File: src/rtl/spi_filter_pkg.sv
// Shared constants and types for the filtered SPI receiver and its integrity LEDs.
package spi_filter_pkg;

    localparam int FILTER_LEN = 4;
    localparam int FRAME_BITS = 8;
    localparam int CNT_W      = 4;
    localparam int BYTE_W     = 8;

    localparam logic [CNT_W-1:0] CNT_MAX = '1;

    typedef enum logic [1:0] {
        LED_OK  = 2'b01,
        LED_ERR = 2'b10,
        LED_OFF = 2'b11
    } led_e;

    typedef struct packed {
        logic rise;
        logic fall;
    } edge_t;

    function automatic edge_t detectEdge(input logic cur, input logic prev);
        edge_t e;
        e.rise = cur & ~prev;
        e.fall = ~cur & prev;
        return e;
    endfunction

endpackage

File: src/rtl/spi_filter_if.sv
// SPI pins plus the status LEDs, bundled so the bench and the filter share one bus.
interface spi_filter_if;

    logic       spi_cs;
    logic       spi_sck;
    logic       spi_mosi;
    logic       spi_miso;
    logic [1:0] led;

    modport master (
        output spi_cs,
        output spi_sck,
        output spi_mosi,
        input  spi_miso,
        input  led
    );

    modport slave (
        input  spi_cs,
        input  spi_sck,
        input  spi_mosi,
        output spi_miso,
        output led
    );

endinterface

File: src/rtl/spi_filter_glitch_filter.sv
// Two-flop synchronizer followed by a level filter that only moves once
// FILTER_LEN consecutive samples agree on the new level.
module glitch_filter #(
    parameter int   FILTER_LEN = 4,
    parameter logic RESET_VAL  = 1'b0
) (
    input  logic clk_in,
    input  logic rst,
    input  logic i_async,
    output logic o_level
);

    logic [1:0]            r_sync;
    logic [FILTER_LEN-1:0] r_hist;
    logic                  r_level;
    logic [FILTER_LEN-1:0] w_histNext;

    // The incoming sample takes part in the vote so the level moves on the
    // same edge the last required sample arrives.
    assign w_histNext = {r_hist[FILTER_LEN-2:0], r_sync[1]};

    always_ff @(posedge clk_in or negedge rst) begin
        if (!rst) begin
            r_sync  <= {2{RESET_VAL}};
            r_hist  <= {FILTER_LEN{RESET_VAL}};
            r_level <= RESET_VAL;
        end else begin
            r_sync <= {r_sync[0], i_async};
            r_hist <= w_histNext;
            if (&w_histNext) begin
                r_level <= 1'b1;
            end else if (~|w_histNext) begin
                r_level <= 1'b0;
            end
        end
    end

    assign o_level = r_level;

endmodule

File: src/rtl/spi_filter_top.sv
// Mode-0 SPI slave on glitch-filtered pins; audits each frame's bit count on
// CS release and echoes the last good byte back on MISO during the next frame.
module spi_filter_top #(
    parameter int FILTER_LEN = spi_filter_pkg::FILTER_LEN,
    parameter int FRAME_BITS = spi_filter_pkg::FRAME_BITS
) (
    input  logic          clk_in,
    input  logic          rst,
    spi_filter_if.slave   spi_bus
);

    import spi_filter_pkg::*;

    logic              w_csFilt;
    logic              w_sckFilt;
    logic              w_mosiFilt;
    edge_t             w_csEdge;
    edge_t             w_sckEdge;

    logic              r_csPrev;
    logic              r_sckPrev;
    logic [CNT_W-1:0]  r_bitCnt;
    logic [BYTE_W-1:0] r_rxShift;
    logic [BYTE_W-1:0] r_txShift;
    logic [BYTE_W-1:0] r_txByte;
    led_e              r_led;

    glitch_filter #(.FILTER_LEN(FILTER_LEN), .RESET_VAL(1'b1)) u_csFilter (
        .clk_in  (clk_in),
        .rst     (rst),
        .i_async (spi_bus.spi_cs),
        .o_level (w_csFilt)
    );

    glitch_filter #(.FILTER_LEN(FILTER_LEN), .RESET_VAL(1'b0)) u_sckFilter (
        .clk_in  (clk_in),
        .rst     (rst),
        .i_async (spi_bus.spi_sck),
        .o_level (w_sckFilt)
    );

    glitch_filter #(.FILTER_LEN(FILTER_LEN), .RESET_VAL(1'b0)) u_mosiFilter (
        .clk_in  (clk_in),
        .rst     (rst),
        .i_async (spi_bus.spi_mosi),
        .o_level (w_mosiFilt)
    );

    assign w_csEdge  = detectEdge(w_csFilt, r_csPrev);
    assign w_sckEdge = detectEdge(w_sckFilt, r_sckPrev);

    always_ff @(posedge clk_in or negedge rst) begin
        if (!rst) begin
            r_csPrev  <= 1'b1;
            r_sckPrev <= 1'b0;
            r_bitCnt  <= '0;
            r_rxShift <= '0;
            r_txShift <= '0;
            r_txByte  <= '0;
            r_led     <= LED_OFF;
        end else begin
            r_csPrev  <= w_csFilt;
            r_sckPrev <= w_sckFilt;

            if (w_csEdge.fall) begin
                r_bitCnt  <= '0;
                r_txShift <= r_txByte;
            end else if (!w_csFilt) begin
                if (w_sckEdge.rise) begin
                    r_rxShift <= {r_rxShift[BYTE_W-2:0], w_mosiFilt};
                    if (r_bitCnt != CNT_MAX) begin
                        r_bitCnt <= r_bitCnt + CNT_W'(1);
                    end
                end
                if (w_sckEdge.fall) begin
                    r_txShift <= {r_txShift[BYTE_W-2:0], 1'b0};
                end
            end

            // A coinciding SCK rise is already masked by CS being high here,
            // so the audit sees the pre-increment count.
            if (w_csEdge.rise) begin
                if (r_bitCnt == CNT_W'(FRAME_BITS)) begin
                    r_led    <= LED_OK;
                    r_txByte <= r_rxShift;
                end else begin
                    r_led    <= LED_ERR;
                end
            end
        end
    end

    assign spi_bus.spi_miso = w_csFilt ? 1'b0 : r_txShift[BYTE_W-1];
    assign spi_bus.led      = r_led;

endmodule

File: src/flat_wrapper.sv
// flat-port wrapper written by rule: the top's interface ports become plain ports
module spi_filter_top_flat import spi_filter_pkg::*;
#(
    parameter int FILTER_LEN = spi_filter_pkg::FILTER_LEN,
    parameter int FRAME_BITS = spi_filter_pkg::FRAME_BITS
)
  (clk_in, rst, spi_bus_spi_cs, spi_bus_spi_sck, spi_bus_spi_mosi, spi_bus_spi_miso, spi_bus_led);
  spi_filter_if spi_bus_i ();
  input  logic clk_in;
  input  logic rst;
  input wire logic [$bits(spi_bus_i.spi_cs)-1:0] spi_bus_spi_cs;
  input wire logic [$bits(spi_bus_i.spi_sck)-1:0] spi_bus_spi_sck;
  input wire logic [$bits(spi_bus_i.spi_mosi)-1:0] spi_bus_spi_mosi;
  output wire logic [$bits(spi_bus_i.spi_miso)-1:0] spi_bus_spi_miso;
  output wire logic [$bits(spi_bus_i.led)-1:0] spi_bus_led;
  assign spi_bus_i.spi_cs = spi_bus_spi_cs;
  assign spi_bus_i.spi_sck = spi_bus_spi_sck;
  assign spi_bus_i.spi_mosi = spi_bus_spi_mosi;
  assign spi_bus_spi_miso = spi_bus_i.spi_miso;
  assign spi_bus_led = spi_bus_i.led;
  spi_filter_top #(.FILTER_LEN(FILTER_LEN), .FRAME_BITS(FRAME_BITS)) u_core (.clk_in(clk_in), .rst(rst), .spi_bus(spi_bus_i));
endmodule
File: config.mk
export PLATFORM = sky130hd
export DESIGN_NAME = spi_filter_top_flat
export DESIGN_NICKNAME = d
export VERILOG_FILES = /design/src/rtl/spi_filter_pkg.sv /design/src/rtl/spi_filter_if.sv /design/src/rtl/spi_filter_glitch_filter.sv /design/src/rtl/spi_filter_top.sv /design/src/flat_wrapper.sv
export SDC_FILE = /design/constraint.sdc
export NUM_CORES = 1
export LEC_CHECK = 0
export ABC_CLOCK_PERIOD_IN_PS = 2050
export BUFFER_PORTS_ARGS = -buffer_cell sky130_fd_sc_hd__buf_4
export CORE_AREA = 2 2 63 65
export CTS_CLUSTER_SIZE = 25
export DETAILED_ROUTE_END_ITERATION = 8
export DIE_AREA = 0 0 65 67
export PLACE_DENSITY = 0.7
export SLEW_MARGIN = 20
export SYNTH_ARGS = -nofsm -noshare
export SYNTH_HDL_FRONTEND = slang
export SYNTH_SLANG_ARGS = --single-unit
File: constraint.sdc
create_clock -name clk_in -period 2.05 [get_ports clk_in]
set_input_delay 0.1025 -clock clk_in [delete_from_list [all_inputs] [get_ports clk_in]]
set_output_delay 0.1025 -clock clk_in [all_outputs]
set_load 0.05 [all_outputs]
# Word level (Yosys, flattened, before mapping)
# Cells that the tools add are included.
# totals
ff_bits	50
# op_classes
n_addsub	1
n_eq_ne	6
muxes	15
bitwise_logic	9
n_reduce_logical	13
# op_table
op	count
two-way mux 8 bit	3
two-way mux 4 bit	4
AND reduction 4 bit	3
OR reduction 4 bit	3
two-way mux 1 bit	7
inequality test 2 bit, second input constant	3
AND reduction 3 bit	2
nonzero test 2 bit	3
NOT 1 bit	5
adder 4 x 1 -> 4 bit, second input constant	1
AND 1 bit	4
equality test 4 bit, second input constant	1
inequality test 4 bit, second input constant	1
AND reduction 2 bit	2
two-way mux 2 bit	1
inequality test 2 x 1 -> 1 bit, second input constant	1

# Logic depth before layout (Yosys ltp)
# logic_depth
depth_word	5
mapped_depth	5
depth_no_buf	5

# Modules after synthesis
# A second synthesis with hierarchy kept.
# unflattened
cells_unflattened	127
area_unflattened_um2	1918.1
# by_module_without_submodules
mod	n_inst	cells_each	area_per_inst_um2	seq_area_each_um2
spi_filter_top	1	100	1381.3	804.5
glitch_filter at u_core.u_mosiFilter ...	2	9	176.4	150.1
glitch_filter at u_core.u_csFilter	1	9	183.9	157.7

# Least setup slack after synthesis
# No wires, ideal clock.
# synth_timing
path_kind	flip-flop to flip-flop
start	register u_core.u_csFilter.r_level (netlist: u_core.u_csFilter.o_level)
end	register u_core.r_txShift[1]
setup_ns	0.125
t_arrival_ns	1.501
t_required_ns	1.925
slack_ns	0.424
path_stages_with_launch	6
path_cell_list	dfstp_2 > buf_6 > nand2b_1 > buf_2 > mux2_2 > mux2_2
# synth_via
elab_chain_cells	4
word_cells_on_any_way	6
# synth_lines
element	line	text
start, declared	spi_filter_glitch_filter.sv:15	logic r_level;
start signal, assigned	spi_filter_glitch_filter.sv:26	r_level <= RESET_VAL;
start signal, assigned	spi_filter_glitch_filter.sv:31	r_level <= 1'b1;
start signal, assigned	spi_filter_glitch_filter.sv:33	r_level <= 1'b0;
NOT 1 bit (no line)	--	
AND 1 bit	spi_filter_pkg.sv:25	e.fall = ~cur & prev;
inequality test 2 x 1 -> 1 bit (no line) or nonzero test 2 bit (tied branches)	--	
AND reduction 2 bit (no line)	--	
end signal, assigned	spi_filter_top.sv:67	r_txShift <= r_txByte;
end signal, assigned	spi_filter_top.sv:76	r_txShift <= {r_txShift[BYTE_W-2:0], 1'b0};
end, declared	spi_filter_top.sv:24	logic [BYTE_W-1:0] r_txShift;
# Parallel ways exist; a longest one is shown, timed or not.
# A chain may end at the register's enable or synchronous reset.

# Worst setup path in the final report
# layout_timing
start	register u_core.u_csFilter.r_level (netlist: u_core.u_csFilter.o_level)
end	register u_core.r_txShift[2]
# Same word-level chain as after synthesis.

==> impl_results.md <==
- Clk sink count: 50
- Clock-pin slew of the registers on the worst-case setup and hold paths: 0.09 ns
- Port bufs: 7
- Cell count after synthesis: 130
- First-pass GRT wire length: 5.18 mm
- Combinational share of power: 9.0%
- H-Tree Depth: 2
- Leakage: 0.00101 uW
- Initial DRC Count: 59
- Die ar.: 0.00436 mm2
- Internal power: 1430 uW
- Vias in the first global route: 1154
- HP Class: reg -> reg
- Finished Layout Cells: 194
- CTS buffer count: 5
- Final setup viols: 0
- Pins Over Slew Limit: 0
- Yosys top cell by area: dfrtp_1
- Max Clock Freq: 549 MHz
- Post-DRT Antenna Nets: 0
- Post-Syn Area: 0.00195 mm2
- GRT overflow: 0
- Minimum clock period: 1.82 ns
- Die X: 65 um
- CP Class: reg -> reg
- Sw Share: 24.1%
- Run status: finished clean
- Final WL: 2.84 mm
- Crit-path max FO: 10
- DRC: 0
- Drt pass-1 iters: 3
- Maximum capacitance violations: 0
- Maximum vdd drop: 0.555 mV
- P per Cell Area: 867 mW/mm2
- Worst path required time: 2.24 ns
- Final Hold Violating Endpoints: 0
- Worst skew pair latency: 0.30 ns
- Register area share after synthesis: 64.7%
- Clk pwr share: 30.6%
- Core area: 0.00361 mm2
- Starting density of the core: 54.1%
- DR WL/cell: 14.6 um
- Nets@finish: 152
- CTS tree: yes
- Mean area per synthesized cell: 15.0 um2
- Total power draw: 1880 uW
- Yosys cell types: 28
- Sequential Power Share: 60.4%
- Critical path arrival: 2.01 ns
- Final Cell Area: 0.00217 mm2
- Routed vias: 1045
- Number of diodes: 0
- Die height: 67 um
- Worst Tran Pin Value: 0.608 ns
- Final period util: 88.8%
- Initial antenna violation count: 0
- Crit path capture type: register
- Number of synthesized register bits: 50
- # rows: 22
- Ratio of cells with drive above 1 in the final layout: 39.7%
- Clock root buffer: clkbuf_8
- Pin count of the biggest net entering global routing: 51
- Total Routing Usage GR: 16.3%
- Inst Count DP: 182
- Clk buf depth: 2
- Area growth, synth to finish: 11.1%
- GP Congestion: 0.680
- Worst Setup Start Kind: register
- Skew final: 0.0113 ns
- Switch Pwr: 453 uW
- Top-area cell type share of the netlist area: 52.6%
- CTS Hold Bufs: 4
- Ports: 8
- Dpl hpwl: 1.93 mm
- Placement-stage cell area: 0.00204 mm2
- Max transition margin: 59.5%
- Final setup TNS: 0 ns
- Syn_nets: 137
- Postcts setup bufs: 0
- RSZ-0062 raised after global routing: false
- Top post-synthesis cells by area: dfrtp_1 53%, mux2_2 17%, dfstp_2 12%, a21oi_1 1.5%, ha_1 1.3%
- Synth warn: 0
- Filler cell count: 293
- Vias/cell: 5.39
- Post-CTS resize count: 0
==> power by group through the flow <==
| stage | clock network, uW | logic (uW) | registers (uW) |
|---|---|---|---|
| finish | 576 | 169 | 1130 |
| global route | 636 | 197 | 1150 |
| CTS | 599 | 173 | 1130 |
| detailed placement | 0 | 167 | 1150 |
| global placement | 0 | 160 | 1150 |
| floorplan | 0 | 132 | 1130 |
==> cells by family (layout without fill, tap and decap cells) <==
kind of cell    Yosys count  in the layout  share of synthesized area, %
flops                    50             50                          64.7
simple gates             21             21                          7.63
mux                      30             30                          17.3
compound gates           18             18                          6.48
buf+inv                   9             25                          2.57
fa+ha+maj                 2              2                          1.28
==> layout by cell type, fill, tap and decap left out, drive strengths merged <==
cell / netlist / final
a21o: 1 / 1
a21oi: 7 / 7
a31oi: 3 / 3
and3: 1 / 1
buf: 3 / 7
clkbuf: 0 / 7
clkinv: 0 / 1
dfrtp: 41 / 41
dfstp: 9 / 9
dlygate4sd3: 0 / 4
ha: 2 / 2
inv: 6 / 6
mux2: 30 / 30
nand2: 1 / 1
nand2b: 3 / 3
nand3: 4 / 4
nor2: 5 / 5
nor2b: 1 / 1
nor3: 1 / 1
nor3b: 1 / 1
o21ai: 2 / 2
o2bb2ai: 1 / 1
o311ai: 2 / 2
o41ai: 2 / 2
or3: 3 / 3
or3b: 1 / 1
==> cell type report <==
type                       instances  area, um2  area share [%]
clock buffer                       7       86.3            3.98
clock inverter                     1       5.00           0.231
inverter                           6       22.5            1.04
multi-input combinational         71        638            29.4
sequential                        50       1260            58.3
tap                               48       60.1            2.77
timing repair buffer              11       92.6            4.27
==> registers in the layout, indices dropped and copies added (netlist names), 2 cells and up <==
| name | cells |
|---|---|
| u_core.r_bitCnt | 4 |
| u_core.r_rxShift | 8 |
| u_core.r_txShift | 8 |
| u_core.u_sckFilter.r_sync | 2 |
| u_core.u_sckFilter.r_hist | 3 |
| u_core.u_mosiFilter.r_hist | 3 |
| u_core.u_csFilter.r_hist | 3 |
| u_core.u_mosiFilter.r_sync | 2 |
| u_core.spi_bus.led | 2 |
| u_core.r_txByte | 8 |
| u_core.u_csFilter.r_sync | 2 |
==> per-stage QoR <==
stage / hold slack, ns / util [%] / setup WS, ns
after floorplan: -0.193 / - / 0.424
after global placement: 0.135 / 56.5 / 0.300
after detailed placement: 0.160 / 56.5 / 0.223
after CTS: 0.363 / 60.1 / 0.213
after global routing: 0.367 / 60.1 / 0.143
final: 0.360 / 60.1 / 0.229
==> final timing paths <==
path | end | cells after the start | from | slack, ns
max | u_core.r_txShift[2]$_DFFE_PN0P_ | 3 | u_core.u_csFilter.o_level$_DFFE_PN1P_ | 0.23
min | u_core.u_mosiFilter.r_sync[1]$_DFF_PN0_ | 0 | u_core.u_mosiFilter.r_sync[0]$_DFF_PN0_ | 0.36
max reg2reg | u_core.r_txShift[2]$_DFFE_PN0P_ | 3 | u_core.u_csFilter.o_level$_DFFE_PN1P_ | 0.23
min reg2reg | u_core.u_mosiFilter.r_sync[1]$_DFF_PN0_ | 0 | u_core.u_mosiFilter.r_sync[0]$_DFF_PN0_ | 0.36
max in group asynchronous | u_core.r_rxShift[4]$_DFFE_PN0P_ | 2 | rst | 1.27
min in group asynchronous | u_core.u_sckFilter.r_sync[1]$_DFF_PN0_ | 2 | rst | 0.37
==> critical path, cell delays in order, from the launching register on <==
cell and delay, ns:
dfstp_2 0.65, nand2b_1 0.40, mux2_2 0.39, mux2_2 0.27
==> Yosys cell counts, drive strengths merged <==
master   instances
dfrtp           41
mux2            30
dfstp            9
a21oi            7
inv              6
nor2             5
nand3            4
a31oi            3
buf              3
nand2b           3
or3              3
ha               2
o21ai            2
o311ai           2
o41ai            2
a21o             1
and3             1
nand2            1
nor2b            1
nor3             1
nor3b            1
o2bb2ai          1
or3b             1
==> per-layer routing <==
| metal | up-vias | routed length, um | track usage [%] |
|---|---|---|---|
| met5 | - | 0 | 0 |
| met4 | 0 | 60 | 8.51 |
| met3 | 7 | 81 | 4.56 |
| met2 | 11 | 1410 | 26.5 |
| met1 | 533 | 1290 | 19.7 |
| li1 | 494 | - | - |
(Power assumes the default switching activity.)
